==> config.mk <==
export PLATFORM = sky130hd
export DESIGN_NAME = disp_n_fifo
export DESIGN_NICKNAME = d
export VERILOG_FILES = /design/src/rtl/disp_n_fifo.sv
export SDC_FILE = /design/constraint.sdc
export NUM_CORES = 1
export LEC_CHECK = 0
export ABC_CLOCK_PERIOD_IN_PS = 4400
export CAP_MARGIN = 20
export CORE_ASPECT_RATIO = 0.8
export CORE_MARGIN = 4
export CORE_UTILIZATION = 54
export CTS_CLUSTER_DIAMETER = 30
export DETAILED_ROUTE_END_ITERATION = 8
export GPL_TIMING_DRIVEN = 1
export PLACE_DENSITY = 0.75
export RECOVER_POWER = 100
export SYNTH_ARGS = -nofsm -noshare
export SYNTH_HDL_FRONTEND = slang
export SYNTH_SLANG_ARGS = --single-unit
==> constraint.sdc <==
create_clock -name clk -period 4.4 [get_ports clk]
set_input_delay 0.66 -clock clk [delete_from_list [all_inputs] [get_ports clk]]
set_output_delay 0.66 -clock clk [all_outputs]
set_load 0.05 [all_outputs]
==> src/rtl/disp_n_fifo.sv <==
// rtl/disp_n_fifo.sv - CH-channel dispatcher: one input stream routed by in_dest into per-channel FWFT FIFOs.
// Optional DISP_N_ERR_EN adds sticky per-channel err_underflow flags.
module disp_n_fifo #(
  parameter int DATA_W    = 8,
  parameter int CH        = 4,
  parameter int DEPTH     = 8,
  parameter int AF_THRESH = 6,
  localparam int CW = (CH > 1) ? $clog2(CH) : 1,
  localparam int PW = $clog2(DEPTH)
) (
  input  logic                 clk,
  input  logic                 reset,
  input  logic                 in_valid,
  input  logic [DATA_W-1:0]    in_data,
  input  logic [CW-1:0]        in_dest,
  output logic                 in_ready,
  input  logic [CH-1:0]        read,
  output logic [CH*DATA_W-1:0] out_data,
  output logic [CH-1:0]        out_valid,
  output logic [CH-1:0]        almost_full
`ifdef DISP_N_ERR_EN
  ,
  output logic [CH-1:0]        err_underflow
`endif
);

  localparam logic [PW:0] FULL_CNT = (PW + 1)'(DEPTH);
  localparam logic [PW:0] AF_CNT   = (PW + 1)'(AF_THRESH);

  logic [PW:0]   count  [CH];
  logic [PW-1:0] wr_ptr [CH];
  logic [PW-1:0] rd_ptr [CH];
  logic [CH-1:0] wr_en;
  logic [CH-1:0] pop;
  logic          push;

  // in_ready only looks at registered counts, so it never depends on read.
  assign in_ready = reset && (count[in_dest] != FULL_CNT);
  assign push     = in_valid && in_ready;

  for (genvar i = 0; i < CH; i++) begin : g_ch
    logic [DATA_W-1:0] mem [DEPTH];

    assign wr_en[i] = push && (in_dest == CW'(i));
    assign pop[i]   = read[i] && (count[i] != '0);

    always_ff @(posedge clk or negedge reset) begin
      if (!reset) begin
        wr_ptr[i] <= '0;
        rd_ptr[i] <= '0;
        count[i]  <= '0;
      end else begin
        if (wr_en[i]) wr_ptr[i] <= wr_ptr[i] + 1'b1;
        if (pop[i])   rd_ptr[i] <= rd_ptr[i] + 1'b1;
        case ({wr_en[i], pop[i]})
          2'b10:   count[i] <= count[i] + 1'b1;
          2'b01:   count[i] <= count[i] - 1'b1;
          default: count[i] <= count[i];
        endcase
      end
    end

    // Storage is intentionally unreset; out_data is gated by count instead.
    always_ff @(posedge clk) begin
      if (wr_en[i]) mem[wr_ptr[i]] <= in_data;
    end

    assign out_valid[i]                   = (count[i] != '0);
    assign out_data[i*DATA_W +: DATA_W]   = out_valid[i] ? mem[rd_ptr[i]] : '0;
    assign almost_full[i]                 = (count[i] >= AF_CNT);
  end

`ifdef DISP_N_ERR_EN
  always_ff @(posedge clk or negedge reset) begin
    if (!reset) err_underflow <= '0;
    else        err_underflow <= err_underflow | (read & ~out_valid);
  end
`endif

endmodule

Yosys cells after proc, flatten, opt, wreduce, memory -nomap -nowiden:

Memories as Yosys holds them, arrays and structs flattened.
Index checks and enable logic that the tools add are counted.

* register bits after elaboration: 40
* bits in latches: 0
* bits in writable memories: 256
* ROM bits: 0
* bits of input ports: 17
* output and inout bits: 41
* logic and storage cells: 88
* memories kept: 4

Memory list
* g_ch[0].mem: words 8, width 8, rd ports 1, clocked after Yosys merged registers in 0, write ports 1, RTL line 42 `logic [DATA_W-1:0] mem [DEPTH];`
* g_ch[1].mem: words 8, width 8, rd ports 1, clocked after Yosys merged registers in 0, write ports 1, RTL line 42
* g_ch[2].mem: words 8, width 8, rd ports 1, clocked after Yosys merged registers in 0, write ports 1, RTL line 42
* g_ch[3].mem: words 8, width 8, rd ports 1, clocked after Yosys merged registers in 0, write ports 1, RTL line 42

* add/subtract/negate cells: 16
* $mul: 0
* div/mod/pow operators: 0
* order comparisons: 5
* equality and inequality tests: 12
* shifts and indexed selects: 0
* muxes and demuxes: 19
* bitwise logic cells: 1
* reduce and logical (&&, ||, !) cells: 19

Operators with widths (count)
* 2-to-1 mux 8 bit: 4
* case mux 4 bit (2 select lines): 4
* adder 3 x 1 -> 3 bit (second input constant): 8
* adder 4 x 1 -> 4 bit (second input constant): 4
* >= comparator 4 x 3 -> 1 bit (second input constant): 4
* nonzero test 4 bit: 4
* subtractor 4 x 1 -> 4 bit (second input constant): 4
* equality test 2 bit (second input constant): 6
* equality test 2 x 1 -> 1 bit (second input constant): 5
* logical AND 1 bit: 10
* binary-select mux 4 bit (select 2 bit): 1
* 2-to-1 mux 1 bit: 8
* 2-to-1 mux 4 bit: 2
* nonzero test 2 bit: 4
* inequality test 4 bit (second input constant): 1
* >= comparator 3 bit (second input constant): 1
* inverter 2 -> 3 bit: 1
* zero test 2 bit: 1

Longest topological paths before layout:

Gate-level depths: netlist of the first run.

* word-level depth: 10
* depth in mapped cells: 13

Least setup slack after synthesis of the first run:

Ideal clock, no wire load.

* kind: input -> register
* from: input in_dest[0]
* to: memory g_ch[3].mem[5][0], enable pin
* setup time: 0.395 ns
* arrival time: 2.730 ns
* data required time: 4.005 ns
* path slack: 1.275 ns
* cell stages on the path: 6
* buffers on the path: 2
* path through: buf_2 mux4_2 clkinv_2 o21ai_4 buf_6 nor4_1

* longest elaborated chain between the ends: 10
* elaborated cells between the ends (all ways): 11
* those cells by class: eq/ne: 2; mux: 5; bitwise: 1; reduce/logical: 3

Ends and longest elaborated chain
* from (decl): RTL line 15 `input logic [CW-1:0] in_dest,`
* inverter 2 -> 3 bit (implied by the code): RTL line 38 `assign in_ready = reset && (count[in_dest] != FULL_CNT);`
* binary-select mux 4 bit (select 2 bit): RTL line 38
* 2-to-1 mux 4 bit (implied by the code) (2 in series): RTL line 38
* inequality test 4 bit: RTL line 38
* logical AND 1 bit: RTL line 38
* logical AND 1 bit: RTL line 39 `assign push = in_valid && in_ready;`
* logical AND 1 bit (*): RTL line 44 `assign wr_en[i] = push && (in_dest == CW'(i));`
* 2-to-1 mux 1 bit (*): RTL line 65 `if (wr_en[i]) mem[wr_ptr[i]] <= in_data;`
* 2-to-1 mux 1 bit (implied by the code) (*): RTL line 65
* to (decl): RTL line 42

Every way passes the cells marked *; elsewhere a longest branch is shown, timed or not. The select of a mux whose other input is x is not followed.

Final worst setup path of the first run:

* from: input in_dest[0]
* to: output in_ready

* longest elaborated chain between the ends: 6

Ends and longest elaborated chain
* inverter 2 -> 3 bit (implied by the code): RTL line 38
* binary-select mux 4 bit (select 2 bit): RTL line 38
* 2-to-1 mux 4 bit (implied by the code) (2 in series): RTL line 38
* inequality test 4 bit: RTL line 38
* logical AND 1 bit: RTL line 38
* to (decl): RTL line 16 `output logic in_ready,`

No other way between the ends. The select of a mux whose other input is x is not followed.

==> flow_summary_export.csv, run 1 <==
group,metric,value,unit
clock_tree,clock_latency,530,ps
route,dr.first_iter.drc_count,529,
logic_synthesis,synthTopCellsByArea,"edfxtp_1 62%, mux4_2 12%, dfrtp_1 8.1%",
timing,finalClockSkew,17.4,ps
route,route.vias.total,6593,
floorplan,fp-row-count,49,
pwr,power.total,10.8,mW
placement,detailed_place_hpwl,15500,um
timing,hold_viol,0,
timing,max_freq,244,MHz
placement,place_area,0.0135,mm2
floorplan,io_pins,58,
placement,routabilityCongestion,0.799,
logic_synthesis,async_reset_ff_share,13.5,%
clock_tree,cts_hold_buf,0,
clock_tree,cts.repair.resized,0,
clock_tree,post_cts_buffers,0,
worst_setup_path,worst_ep_arrival_time,3440,ps
route,wire_per_inst,22.3,um
worst_setup_path,r2r_slack,970,ps
clock_tree,cts_made_buffers,45,
worst_setup_path,critPathLaunchType,"primary input",
clock_tree,cts_sinks,296,
floorplan,die_h,144,um
placement,io_buffers,57,
floorplan,initial_core_util,55.1,%
worst_hold_path,min_path_type,"primary input to async pin",
logic_synthesis,synthSimpleGateAreaFrac,5.95,%
route,detail-route-antenna-nets,0,
route,firstDrtPassIters,5,
route,wirelength,25400,um
clock_tree,path_clk_slew,60,ps
logic_synthesis,synth_top_cell_by_area,"edfxtp_1",
logic_synthesis,synth_edf_count,256,
route,routed_via_density,5.79,
logic_synthesis,ys.flop_type,"edfxtp_1",
logic_synthesis,ys_seq_area_share,70.1,%
logic_synthesis,synthCells,678,
cells_and_area,drive_gt1_share,20.2,%
global_routing,grt_pass1_wl,39700,um
global_routing,grt_pass1_vias,6992,
placement,placed_cells,1047,
timing,tightest_slew,1260,ps
worst_setup_path,ff2ff_path_depth,11,
worst_setup_path,required,3740,ps
global_routing,antenna_found_initial,0,
logic_synthesis,synth-adder-area-share,2.02,%
worst_setup_path,cp-end-kind,"primary output",
placement,pre_cts_slack,450,ps
cells_and_area,final_util,66.0,%
logic_synthesis,yosys.area.top_type_share,62.0,%
worst_setup_path,r2r-start,"count[6]",
clock_tree,h-tree-depth,2,
global_routing,grtUsageTotal,20.4,%
logic_synthesis,synth-seq-cells,296,
floorplan,core-area,0.0225,mm2
timing,timing.final.crit_share,93.1,%
global_routing,grt_max_degree,33,
floorplan,dieArea,0.0255,mm2
clock_tree,cts_tree,"done",
timing,final.setup.worst_slack,302,ps
timing,setup_violations,0,
run,maxCapViolations,0,
logic_synthesis,synthesis.area,0.0124,mm2
floorplan,die_w,177,um
logic_synthesis,synth_compound_area_share,1.93,%
logic_synthesis,synth_fp_nets,715,
worst_setup_path,reg2reg_to,"count[6]",
clock_tree,cts-root-buf,"clkbuf_16",
logic_synthesis,yosys_warnings,0,
timing,tns,0,ps
clock_tree,cts_buffer_depth,3,
run_status,status,"finished, final reports clean",
timing,finalCriticalPeriod,4100,ps
worst_setup_path,critical_path.max_fanout,13,
cells_and_area,fin_cells,1139,
cells_and_area,finish.net_count,833,
timing,slew_violations,0,
pwr,p_leak,5.05,nW
logic_synthesis,synth.distinct_cells,44,
logic_synthesis,synth_mux_area_share,15.8,%
global_routing,grt.overflow.total,0,
timing,rsz0062_at_grt,"false",
logic_synthesis,synth_top_family_by_area,"multiplexers",
logic_synthesis,syn_area_per_cell,18.3,um2
route,drc,0,
cells_and_area,antennaDiodeCount,0,
logic_synthesis,synth_commonest_cells,"256 x edfxtp_1, 67 x mux4_2, 40 x dfrtp_1",
cells_and_area,fin_area,0.0148,mm2
cells_and_area,area_growth,19.7,%
logic_synthesis,synth_xor_area_share,2.54,%
timing,relSlewSlack,16.3,%
pwr,power.density,726,mW/mm2
worst_setup_path,crit_type,"primary input to primary output",
logic_synthesis,yosysMostFrequentCell,"edfxtp_1",
pwr,ir_drop,675,uV
timing,whs,362,ps
## final cells by class
class / instances / area (um2)
sequential: 296 / 8690
fill: 1555 / 7650
multi-input combinational: 336 / 3450
clock buffer: 51 / 1200
timing repair buffer: 104 / 763
tap: 306 / 383
clock inverter: 33 / 310
inverter: 13 / 50.0
## registers in the layout, indices dropped and copies added (netlist names)
signal	flops
g_ch.mem	256
count	16
rd_ptr	12
wr_ptr	12
## power breakdown
part	internal [mW]	switching (mW)	total, mW
Clock	2.17	1.29	3.46
Combinational	1.46	2.09	3.55
Sequential	3.29	0.470	3.76
Total	6.92	3.85	10.8
## logic make-up after synthesis
| logic type | after synthesis |
|---|---|
| and+or+nand+nor | 138 |
| muxes | 111 |
| buffers and inverters | 46 |
| DFF | 296 |
| AOI/OAI and AO/OA | 31 |
| adders and majority gates | 20 |
| xor gates and xnor gates | 36 |
## metal layers
metal | vias up | global-route usage [%] | part of all wire (%) | routed length [um]
li1 | 2932 | - | - | -
met1 | 3415 | 28.5 | 42 | 10800
met2 | 198 | 34.0 | 50 | 12700
met3 | 48 | 3.60 | 5.5 | 1390
met4 | 0 | 5.21 | 2.1 | 521
met5 | - | 0 | 0 | 0
## worst max-delay path, stage by stage
cell	delay [ps]
dlygate4sd3_1	760
mux4_2	680
clkinv_2	140
o21ai_4	130
inv_1	180
dlygate4sd3_1	890
## how the worst max path moves through the flow
stage | from | endpoint | slack [ps] | cells past startpoint
2_1_floorplan | in_dest[0] | g_ch[3].mem[5][0] | 1280 | 6
3_3_place_gp | in_dest[0] | in_ready | 470 | 6
3_5_place_dp | in_dest[0] | in_ready | 450 | 6
4_1_cts | in_dest[0] | in_ready | 430 | 6
5_1_grt | in_dest[0] | in_ready | 190 | 6
6_report | in_dest[0] | in_ready | 300 | 6
## cells in the final DEF, fill, tap and decap left out, types with 2 or more instances in the layout
master / netlist / routed
mux4_2: 67 / 67
nand2_1: 13 / 13
clkdlybuf4s50_1: 0 / 6
nor3_1: 27 / 27
clkbuf_1: 10 / 45
a211oi_1: 4 / 5
mux2i_1: 32 / 32
or3_1: 2 / 4
clkinv_1: 0 / 6
dlygate4sd3_1: 0 / 50
mux2_1: 2 / 2
nor4_1: 7 / 7
or3b_2: 3 / 3
bufinv_16: 0 / 3
nor2b_1: 6 / 6
edfxtp_1: 256 / 256
o211ai_1: 0 / 3
clkinv_4: 0 / 5
a21o_1: 3 / 3
clkinvlp_4: 0 / 8
xnor2_1: 11 / 11
nor3b_1: 6 / 6
mux2_2: 10 / 10
inv_6: 0 / 5
o21ai_0: 6 / 6
inv_1: 10 / 10
clkbuf_16: 0 / 47
nand3b_1: 11 / 11
and3b_1: 2 / 2
dfrtp_1: 40 / 40
nor2_1: 38 / 42
nand3_1: 9 / 9
buf_4: 0 / 5
a21oi_1: 11 / 11
and2_0: 0 / 4
xor2_1: 25 / 25
ha_1: 20 / 20
clkinv_2: 1 / 7
(Power assumes the default switching activity.)
==> inputs of run 2 (changes only) <==
--- a/config.mk
+++ b/config.mk
@@ -6,7 +6,7 @@
 export NUM_CORES = 1
 export LEC_CHECK = 0
 export ABC_CLOCK_PERIOD_IN_PS = 4400
-export CAP_MARGIN = 20
+export CAP_MARGIN = 25
 export CORE_ASPECT_RATIO = 0.8
 export CORE_MARGIN = 4
 export CORE_UTILIZATION = 54
==> run 2 against run 1 <==
Effect of this change: worst setup slack worse by 12 ps; utilization down 0.050 points; via count down 0.64%; highest routed layer unchanged; largest cell class unchanged.
==> flow_summary_export.csv, run 2 (synthesis gave the netlist of run 1 again) <==
group,metric,value,unit
pwr,power.total,10.8,mW
route,route.vias.total,6551,
worst_setup_path,cp_slowest_cell,"dlygate4sd3_1",
clock_tree,cts_tree,"done",
timing,rsz0062_at_grt,"false",
worst_setup_path,critPathCapture,"in_ready",
cells_and_area,fillers,1562,
worst_setup_path,required,3740,ps
worst_setup_path,reg2reg_to,"count[10]",
floorplan,die_h,144,um
clock_tree,cts.repair.resized,0,
floorplan,core-area,0.0225,mm2
run_status,status,"finished, final reports clean",
worst_setup_path,crit_type,"primary input to primary output",
global_routing,grt_pass1_vias,7012,
clock_tree,cts_sinks,296,
clock_tree,cts_made_buffers,44,
timing,finalClockSkew,25.6,ps
timing,slew_violations,0,
cells_and_area,largest_register_ffs,256,
worst_setup_path,r2r_slack,960,ps
cells_and_area,final_cell_mix,"256 x edfxtp_1, 67 x mux4_2, 50 x dlygate4sd3_1",
pwr,power.density,728,mW/mm2
worst_setup_path,critPathLaunchType,"primary input",
clock_tree,cts_hold_buf,0,
clock_tree,path_clk_slew,50,ps
timing,setup_violations,0,
route,detail-route-antenna-nets,0,
worst_setup_path,r2r-start,"count[10]",
cells_and_area,antennaDiodeCount,0,
worst_hold_path,min_path_type,"primary input to async pin",
timing,relSlewSlack,14.7,%
pwr,ir_drop,638,uV
cells_and_area,area_growth,19.6,%
clock_tree,clock_latency,530,ps
worst_setup_path,ff2ff_path_depth,11,
route,dr.first_iter.drc_count,454,
route,wl_met3,1310,um
route,routed_via_density,5.76,
global_routing,antenna_found_initial,0,
route,wl_met2,12700,um
worst_setup_path,crit_path_frequent_cell,"dlygate4sd3_1",
cells_and_area,finish.net_count,832,
worst_setup_path,critical_path.max_fanout,13,
route,wirelength,25300,um
global_routing,grtUsageTotal,20.5,%
route,top_layer_used,"met4",
worst_setup_path,cp-startpoint,"in_dest[0]",
placement,detailed_place_hpwl,16000,um
floorplan,dieArea,0.0255,mm2
floorplan,io_pins,58,
floorplan,fp-row-count,49,
route,wire_per_inst,22.3,um
global_routing,grt_pass1_wl,39700,um
timing,max_freq,243,MHz
global_routing,grt_max_degree,33,
pwr,p_leak,5.05,nW
worst_setup_path,worst_ep_arrival_time,3450,ps
floorplan,initial_core_util,55.1,%
cells_and_area,drive_gt1_share,20.3,%
route,drc,0,
worst_setup_path,crit_chain,"dlygate4sd3_1 -> mux4_2 -> clkinv_2 -> o21ai_4 -> inv_1 -> dlygate4sd3_1",
run,maxCapViolations,0,
clock_tree,h-tree-depth,2,
clock_tree,cts_buffer_depth,3,
timing,tightest_slew,1280,ps
cells_and_area,final_common_cell,"edfxtp_1",
timing,hold_viol,0,
clock_tree,post_cts_buffers,0,
route,wl_met1,10700,um
timing,tns,0,ps
timing,finalCriticalPeriod,4110,ps
route,firstDrtPassIters,5,
worst_setup_path,slowest_delay,900,ps
worst_setup_path,cp-end-kind,"primary output",
clock_tree,cts-root-buf,"clkbuf_16",
global_routing,grt.overflow.total,0,
timing,timing.final.crit_share,93.4,%
placement,routabilityCongestion,0.799,
floorplan,die_w,177,um
placement,io_buffers,57,
run 2: stage by stage:
step                      utilization, %  area (um2)  setup WS (ps)  hold slack (ps)  instances
after global placement              59.9       13500            473              516       1047
after CTS                           66.9       15100            437              129       1133
after global routing                65.9       14800            171              436       1137
after detailed placement            60.3       13600            457              531       1051
final                               65.9       14800            289              372       1137
after floorplan                        -       12400           1280              364        678
run 2: final cells by class:
type                       count  area, um2  area share, %
sequential                   296       8690           58.6
tap                          306        383           2.58
clock buffer                  50       1140           7.72
multi-input combinational    336       3450           23.3
inverter                      13       50.0          0.337
timing repair buffer         104        763           5.15
clock inverter                32        355           2.40
run 2: critical path: cells and delay by family:
family,cells,cell delay [ps]
multiplexers,1,680
buffers and inverters,4,1980
AO/OA/AOI/OAI,1,130
run 2: worst min-delay path by stage:
stage | slack, ps | depth (start not counted) | endpoint | from
after global routing | 440 | 1 | rd_ptr[4] | reset
after CTS | 130 | 1 | count[10] | reset
final | 370 | 1 | count[10] | reset
after detailed placement | 530 | 1 | wr_ptr[5] | wr_ptr[5]
after floorplan | 360 | 0 | count[0] | reset
after global placement | 520 | 1 | wr_ptr[5] | wr_ptr[5]
run 2: report_power, final:
| part | internal [mW] | switching, mW |
|---|---|---|
| combinational | 1.46 | 2.08 |
| clock | 2.17 | 1.33 |
| sequential | 3.29 | 0.473 |
run 2: routing by layer:
layer | track usage [%] | vias up
met5 | 0 | -
met2 | 34.3 | 180
li1 | - | 2923
met4 | 5.70 | 0
met1 | 28.2 | 3395
met3 | 3.73 | 53
